--- config.mk ---
export PLATFORM = sky130hd
export DESIGN_NAME = des_key_sched_ctrl
export DESIGN_NICKNAME = d
export VERILOG_FILES = /design/src/rtl/des_key_pkg.sv /design/src/rtl/des_key_sched_ctrl_rot.sv /design/src/rtl/des_key_sched_ctrl.sv
export SDC_FILE = /design/constraint.sdc
export NUM_CORES = 1
export LEC_CHECK = 0
export CORE_ASPECT_RATIO = 1.4
export CORE_MARGIN = 1
export CORE_UTILIZATION = 25
export DETAILED_ROUTE_END_ITERATION = 7
export PLACE_DENSITY = 0.5
export SYNTH_ARGS = -nofsm -noshare
export SYNTH_HDL_FRONTEND = slang
export SYNTH_HIERARCHICAL = 1
export SYNTH_SLANG_ARGS = --single-unit
--- constraint.sdc ---
create_clock -name i_clk -period 3.5 [get_ports i_clk]
set_clock_uncertainty 0.15 [all_clocks]
set_input_delay 1.05 -clock i_clk [delete_from_list [all_inputs] [get_ports i_clk]]
set_output_delay 1.05 -clock i_clk [all_outputs]
set_load 0.005 [all_outputs]
--- src/rtl/des_key_pkg.sv ---
// DES key-schedule constants: PC-1/PC-2 permutations, shift-by-1 round mask,
// controller state encoding and a 28-bit half-key rotate helper.
package des_key_pkg;

  typedef enum logic [1:0] {IDLE, ROUND, DONE} state_e;

  // Bit n set means round n rotates by one position instead of two.
  localparam logic [15:0] SHIFT1_MASK = 16'b1000_0001_0000_0011;

  // Entries are DES bit numbers, 1 = MSB of the source word.
  localparam int unsigned PC1_TAB [56] = '{
    57, 49, 41, 33, 25, 17,  9,  1, 58, 50, 42, 34, 26, 18,
    10,  2, 59, 51, 43, 35, 27, 19, 11,  3, 60, 52, 44, 36,
    63, 55, 47, 39, 31, 23, 15,  7, 62, 54, 46, 38, 30, 22,
    14,  6, 61, 53, 45, 37, 29, 21, 13,  5, 28, 20, 12,  4
  };

  localparam int unsigned PC2_TAB [48] = '{
    14, 17, 11, 24,  1,  5,  3, 28, 15,  6, 21, 10,
    23, 19, 12,  4, 26,  8, 16,  7, 27, 20, 13,  2,
    41, 52, 31, 37, 47, 55, 30, 40, 51, 45, 33, 48,
    44, 49, 39, 56, 34, 53, 46, 42, 50, 36, 29, 32
  };

  function automatic logic [55:0] pc1(input logic [63:0] key64);
    logic [55:0] r;
    r = '0;
    for (int i = 0; i < 56; i++) r[55-i] = key64[64-PC1_TAB[i]];
    return r;
  endfunction

  function automatic logic [47:0] pc2(input logic [55:0] cd56);
    logic [47:0] r;
    r = '0;
    for (int i = 0; i < 48; i++) r[47-i] = cd56[56-PC2_TAB[i]];
    return r;
  endfunction

  function automatic logic [27:0] rot28(input logic [27:0] x, input logic left,
                                        input logic one);
    logic [27:0] r;
    if (left) r = one ? {x[26:0], x[27]}   : {x[25:0], x[27:26]};
    else      r = one ? {x[0],    x[27:1]} : {x[1:0],  x[27:2]};
    return r;
  endfunction

endpackage

--- src/rtl/des_key_sched_ctrl_rot.sv ---
// Combinational per-round step: rotate C/D by 1 or 2 in the chosen direction
// and derive the round key from the rotated halves.
module des_key_sched_ctrl_rot
  import des_key_pkg::*;
(
  input  logic [27:0] c_i,
  input  logic [27:0] d_i,
  input  logic        dir_left_i,
  input  logic        shift1_i,
  output logic [27:0] c_o,
  output logic [27:0] d_o,
  output logic [47:0] rk_o
);

  assign c_o  = rot28(c_i, dir_left_i, shift1_i);
  assign d_o  = rot28(d_i, dir_left_i, shift1_i);
  assign rk_o = pc2({c_o, d_o});

endmodule

--- src/rtl/des_key_sched_ctrl.sv ---
// DES key-schedule sequencer: loads PC1(key), then streams 16 round keys one
// per valid/ready handshake (K1..K16 encrypt, K16..K1 decrypt).
module des_key_sched_ctrl
  import des_key_pkg::*;
(
  input  logic        i_clk,
  input  logic        i_rst_n,
  input  logic        i_start,
  input  logic [63:0] i_key,
  input  logic        i_encrypt,
  input  logic        i_abort,
  input  logic        i_rk_ready,
  output logic [47:0] o_rk,
  output logic        o_rk_valid,
  output logic [3:0]  o_rk_idx,
  output logic        o_encrypt,
  output logic        o_busy,
  output logic        o_done
);

  state_e      state_q, state_d;
  logic [27:0] c_q, c_d, d_q, d_d;
  logic [3:0]  round_q, round_d;
  logic        enc_q, enc_d;

  logic [27:0] c_rot, d_rot;
  logic [55:0] pc1_key;

  assign pc1_key = pc1(i_key);

  des_key_sched_ctrl_rot u_rot (
    .c_i        (c_q),
    .d_i        (d_q),
    .dir_left_i (enc_q),
    .shift1_i   (SHIFT1_MASK[round_q]),
    .c_o        (c_rot),
    .d_o        (d_rot),
    .rk_o       (o_rk)
  );

  assign o_rk_valid = (state_q == ROUND);
  assign o_busy     = (state_q == ROUND);
  assign o_done     = (state_q == DONE);
  assign o_rk_idx   = round_q;
  assign o_encrypt  = enc_q;

  always_comb begin
    state_d = state_q;
    c_d     = c_q;
    d_d     = d_q;
    round_d = round_q;
    enc_d   = enc_q;
    case (state_q)
      IDLE: begin
        if (i_start) begin
          // Decrypt pre-rotates left by one so the first right step lands on C0/D0.
          if (i_encrypt) begin
            c_d = pc1_key[55:28];
            d_d = pc1_key[27:0];
          end else begin
            c_d = rot28(pc1_key[55:28], 1'b1, 1'b1);
            d_d = rot28(pc1_key[27:0],  1'b1, 1'b1);
          end
          round_d = 4'd0;
          enc_d   = i_encrypt;
          state_d = ROUND;
        end
      end
      ROUND: begin
        if (i_abort) begin
          state_d = IDLE;
        end else if (i_rk_ready) begin
          c_d     = c_rot;
          d_d     = d_rot;
          round_d = round_q + 4'd1;
          if (round_q == 4'd15) state_d = DONE;
        end
      end
      DONE:    state_d = IDLE;
      default: state_d = IDLE;
    endcase
  end

  always_ff @(posedge i_clk or negedge i_rst_n) begin
    if (!i_rst_n) begin
      state_q <= IDLE;
      c_q     <= '0;
      d_q     <= '0;
      round_q <= '0;
      enc_q   <= 1'b0;
    end else begin
      state_q <= state_d;
      c_q     <= c_d;
      d_q     <= d_d;
      round_q <= round_d;
      enc_q   <= enc_d;
    end
  end

endmodule

Word-level counts from Yosys, hierarchy flattened --
Memory sizes are Yosys's and may differ from the RTL's. Cells that the tools add are included.
Storage, ports and cells: flip-flop bits (word level) 63, bits in read-only memories 16, bits in writable memories 0, memories kept 1, input bits 70, latch bits 0, output and inout port bits 56, word-level logic and storage cells 47
Memories:
- (no name shown) | depth 16, width 1, rd ports 1, clocked after memory_dff 0, write ports 0, line des_key_sched_ctrl.sv:35 | .shift1_i (SHIFT1_MASK[round_q]),
Operators by class: divide/modulo/power cells 0, order comparisons 1, muxes and demuxes 26, $add $sub $neg 1, equal/unequal tests 8, shifts and indexed selects 0, reductions and logical operators 5, bitwise operators 0, multipliers 0
Operators by type and width (count):
- 2-to-1 mux 28 bit | 14
- one-hot mux 28 bit (2 select lines) | 2
- 2-to-1 mux 4 bit | 3
- 2-to-1 mux 2 bit | 4
- one-hot mux 4 bit (2 select lines) | 1
- inequality test 2 bit, second input constant | 3
- < comparator 4 x 5 -> 1 bit, second input constant | 1
- adder 4 x 1 -> 4 bit, second input constant | 1
- equality test 4 bit, second input constant | 1
- one-hot mux 2 bit (2 select lines) | 1
- AND reduction 4 bit | 1
- inequality test 3 x 2 -> 1 bit, second input constant | 1
- inequality test 3 bit, second input constant | 1
- AND reduction 3 bit | 1
- equality test 2 x 1 -> 1 bit, second input constant | 1
- equality test 2 bit, second input constant | 1
- zero test 2 bit | 1
- AND reduction 2 bit | 1
- nonzero test 2 bit | 1
- 2-to-1 mux 1 bit | 1

Depth between registers and ports, before layout --
depth in word-level cells 7, gate-level depth with buffers 9, gate-level depth less buffers 7

By module --
The synthesis kept the hierarchy.
By module, submodules not included:
- des_key_sched_ctrl | cells an instance 285, area an instance 3833.7 µm², times used 1, seq. area each 1576.5 µm²
- des_key_sched_ctrl_rot | cells an instance 116, area an instance 1750.4 µm², times used 1, seq. area each 0.0 µm²

Worst setup path before layout --
Ideal clock, no wire load.
path type register -> output, from register round_q[0], in the netlist o_rk_idx[0], to output port o_rk[17], data arrival time 1.929 ns, path buffers 3, stages on the path, launching flop included 9, path slack 0.371 ns, required time 2.300 ns, cell sequence dfrtp_1 inv_1 ha_1 a21oi_1 o21ai_0 buf_6 buf_12 mux4_2 buf_4
Between the ends: longest elaborated chain between the ends 4, elaborated cells between the ends (all ways) 5, classes of those cells mux: 4; memory: 1
RTL lines:
- start, declared | line des_key_sched_ctrl.sv:23 | logic [3:0] round_q, round_d;
- start signal, assigned | line des_key_sched_ctrl.sv:95 | round_q <= round_d;
- memory (16 x 1 bit) (*)
- 2-to-1 mux 1 bit (not written as such) (*) | line des_key_sched_ctrl.sv:35
- 2-to-1 mux 28 bit, on equally long branches | line des_key_pkg.sv:43, des_key_pkg.sv:42
- 2-to-1 mux 28 bit (*) | line des_key_pkg.sv:42 | if (left) r = one ? {x[26:0], x[27]} : {x[25:0], x[27:26]};
- end, declared | line des_key_sched_ctrl.sv:13 | output logic [47:0] o_rk,
Every way passes the cells marked *; elsewhere a longest branch is shown, timed or not. The select of a mux whose other input is x is not followed.

Final worst setup path --
from register round_q[1], in the netlist o_rk_idx[1], to output port o_rk[9]
The elaborated chain is that of the path after synthesis.

==> run_results.csv <==
group,metric,value,unit
outcome,status,"finished with violations",
outcome,violations,"negative setup slack",
logic_synthesis,yosys_warnings,6,
layout,areaGrowthSynthToFinish,29.1,%
logic_synthesis,synth_nets,473,
critical_path,slowest_delay,0.51,ns
layout,multiInputGateArea,3400,um2
logic_synthesis,synth.distinct_cells,24,
critical_path,regToRegStartpoint,"o_rk_idx[1]$_DFFE_PN0P_",
critical_path,crit_family,"buffers and inverters",
detailed_routing,dr.pass1.iters,4,
hold_path,hp-start,"c_q[6]$_DFFE_PN0P_",
critical_path,critPathSlowestCell,"mux4_2",
detailed_routing,wl_per_cell,18.5,um
critical_path,path_common_cell,"buf_12",
sta,maxSlewViolCount,0,
critical_path,start_kind,"flop",
logic_synthesis,syn_inst,401,
critical_path,crit_path_end_kind,"primary output",
logic_synthesis,seq_area_frac_synth,0.282,
sta,setup_viol,13,
critical_path,crit_required,2.30,ns
hold_path,hold_class,"flop to flop",
global_routing,antenna_found_initial,0,
hold_path,min_to,"c_q[6]$_DFFE_PN0P_",
layout,regArea,1580,um2
global_routing,grt_max_degree,59,
cts,cts_num_sinks,63,
detailed_routing,wl_met1,5490,um
critical_path,ff2ff_setup_slack,0.61,ns
layout,fillCellCount,2231,
floorplanning,fp.dieH,179,um
floorplanning,die_w,128,um
detailed_routing,dr_wl_met3,725,um
sta,fmax,284,MHz
layout,utilization,0.330,
cts,cts_root_buf,"clkbuf_16",
sta,min_period,3.52,ns
sta,tightest_slew,0.800,ns
power_and_ir_drop,ir_drop,0.271,mV
detailed_routing,initialDrtViolationCount,103,
floorplanning,num_rows,64,
floorplanning,start_util,0.255,
global_routing,track_usage,0.133,
sta,fin_ws,-0.0160,ns
detailed_routing,met2WireLength,8180,um
detailed_routing,routed_via_density,4.69,
power_and_ir_drop,p_leak,2.84,nW
critical_path,path_class,"flop to primary output",
critical_path,path_cells,"inv_2 > ha_4 > a21oi_4 > o21ai_4 > buf_12 > buf_12 > buf_8 > buf_16 > mux4_2 > buf_2",
global_routing,grt_pass1_wl,23100,um
floorplanning,coreArea,21900,um2
logic_synthesis,synth-seq-cells,63,
sta,tns,-0.119,ns
layout,n_antenna_cell,0,
placed_design,gp_congestion,0.739,
logic_synthesis,synth_area,5580,um2
critical_path,crit_buf_inv,6,
floorplanning,io_pins,126,
detailed_routing,ant_nets,0,
placed_design,dp_slack,-0.0269,ns
critical_path,worstPathMaxFanout,5,
cts,cts_tree,"yes",
layout,drive_above_1_share,0.561,
cts,clkLatencyLatePin,0.33,ns
power_and_ir_drop,power_density,758,nW/um2
critical_path,crit_start,"o_rk_idx[1]$_DFFE_PN0P_",
detailed_routing,dr.max_layer_used,"met4",
detailed_routing,routed_wl,14700,um
hold_path,worstHoldPathCells,1,
cts,clk_path_buf_depth,2,
sta,fin_crit_sh,1.00,
cts,numCtsBuffers,9,
cts,cts_max_level,3,
critical_path,worst_ep_arrival_time,2.32,ns
layout,nNetsFinal,561,
placed_design,dpl.hpwl,9770,um
critical_path,r2r_cells,13,
cts,ctsHoldBuffers,0,
run,drv_cap,0,
critical_path,reg2reg_to,"c_q[6]$_DFFE_PN0P_",
detailed_routing,drc,0,
power_and_ir_drop,finalPower,5.47,mW
sta,rsz0062_at_grt,"yes",
logic_synthesis,syn_area_per_cell,13.9,um2
sta,hold_viol,0,
floorplanning,dieArea,22900,um2
detailed_routing,vias,3708,
placed_design,portBuffers,117,
global_routing,overflow,0,
global_routing,grt_pass1_vias,4030,
cts,clk_pin_slew,0.06,ns
sta,slew_headroom,0.467,
## cell families after synthesis
family / share of synthesized area
buffers and inverters: 0.117
adder cells (fa/ha/maj): 0.00448
multiplexers: 0.570
flip-flops: 0.282
AO/OA/AOI/OAI: 0.00964
AND/OR/NAND/NOR: 0.0164
## Yosys cell counts
library cell  number  share of area
mux4_2            56           0.23
nor2_1             6         0.0040
nand3_1            2         0.0018
mux2_1            63           0.13
a21oi_1            2         0.0018
o32ai_1            1         0.0016
nand3b_1           2         0.0027
o21ai_0            4         0.0036
buf_6              6          0.012
nand2b_4           1         0.0025
dfrtp_1           63           0.28
buf_2             14          0.013
nor2b_1            1         0.0011
o22ai_1            1         0.0011
nand4bb_1          1         0.0020
ha_1               2         0.0045
inv_1              6         0.0040
mux2_2           106           0.21
nand2b_1           1         0.0011
or3_1              1         0.0011
mux2i_1            2         0.0036
a21oi_2            1         0.0016
buf_4             55          0.074
buf_12             4          0.014
## per-layer routing
layer / up-vias / track usage
met1: 1924 / 0.145
met5: - / 0
met2: 93 / 0.248
met4: 0 / 0.0446
met3: 18 / 0.0313
li1: 1673 / -
## flip-flops by register name (all words and copies together) (netlist names)
| name | flops |
|---|---|
| c_q | 28 |
| o_encrypt | 1 |
| state_q | 2 |
| o_rk_idx | 4 |
| d_q | 28 |
## cell usage in the layout (no fill, tap or decap), types with 2 or more instances in the layout
cell             instances
mux2_2                 106
clkbuf_16                9
clkdlybuf4s50_1         67
clkbuf_8                 2
nand3b_1                 2
mux4_2                  56
mux2i_1                  2
inv_1                    4
o21ai_0                  3
buf_2                   35
mux2_1                  63
buf_6                    8
clkinvlp_4               2
dfrtp_1                 62
a21oi_4                  2
buf_4                   19
nor2_1                   5
inv_2                    2
buf_16                   5
bufinv_16                2
clkbuf_2                 9
buf_12                   9
buf_8                    4
## worst max path at each step
stage | slack, ns | depth (start not counted) | end
2_1_floorplan | 0.37 | 8 | o_rk[17]
3_3_place_gp | 0.004 | 7 | o_rk[40]
3_5_place_dp | -0.03 | 7 | o_rk[40]
4_1_cts | -0.14 | 10 | o_rk[31]
5_1_grt | -0.13 | 10 | o_rk[45]
6_report | -0.02 | 10 | o_rk[9]
## per-stage QoR
step / cell area, um2 / hold slack [ns] / cells
detailed placement: 6670 / 0.420 / 748
global placement: 6670 / 0.397 / 748
CTS: 7210 / 0.433 / 786
finish: 7210 / 0.432 / 791
global route: 7210 / 0.464 / 791
floorplan: 5580 / 0.377 / 401
## area by class of cell
type	count	share of cell area
multi-input combinational	253	0.472
tap	297	0.0515
sequential	63	0.219
timing repair buffer	156	0.208
inverter	6	0.00312
clock inverter	5	0.0111
clock buffer	11	0.0351
## worst reg2reg max path, delay by kind of cell (launching register included)
kind	cells	cell delay, ns
AO/OA/AOI/OAI	2	0.21
buffers and inverters	7	0.89
adder cells (fa/ha/maj)	1	0.16
multiplexers	3	0.95
flip-flops	1	0.41
## repair_timing
item / in CTS / in global routing
pin swaps: 3 / 2
gates cloned: 6 / 0
endpoints found under the setup margin: 48 / 48
setup buffers: 16 / 8
resized for setup: 195 / 22
## power by group
| group | leakage, nW | total [mW] | switching, mW | internal [mW] |
|---|---|---|---|---|
| Clock | 0.158 | 1.01 | 0.346 | 0.661 |
| Sequential | 0.753 | 1.53 | 0.460 | 1.07 |
| Combinational | 1.93 | 2.93 | 1.01 | 1.91 |
Note: power is estimated with default switching activity, not from simulation.
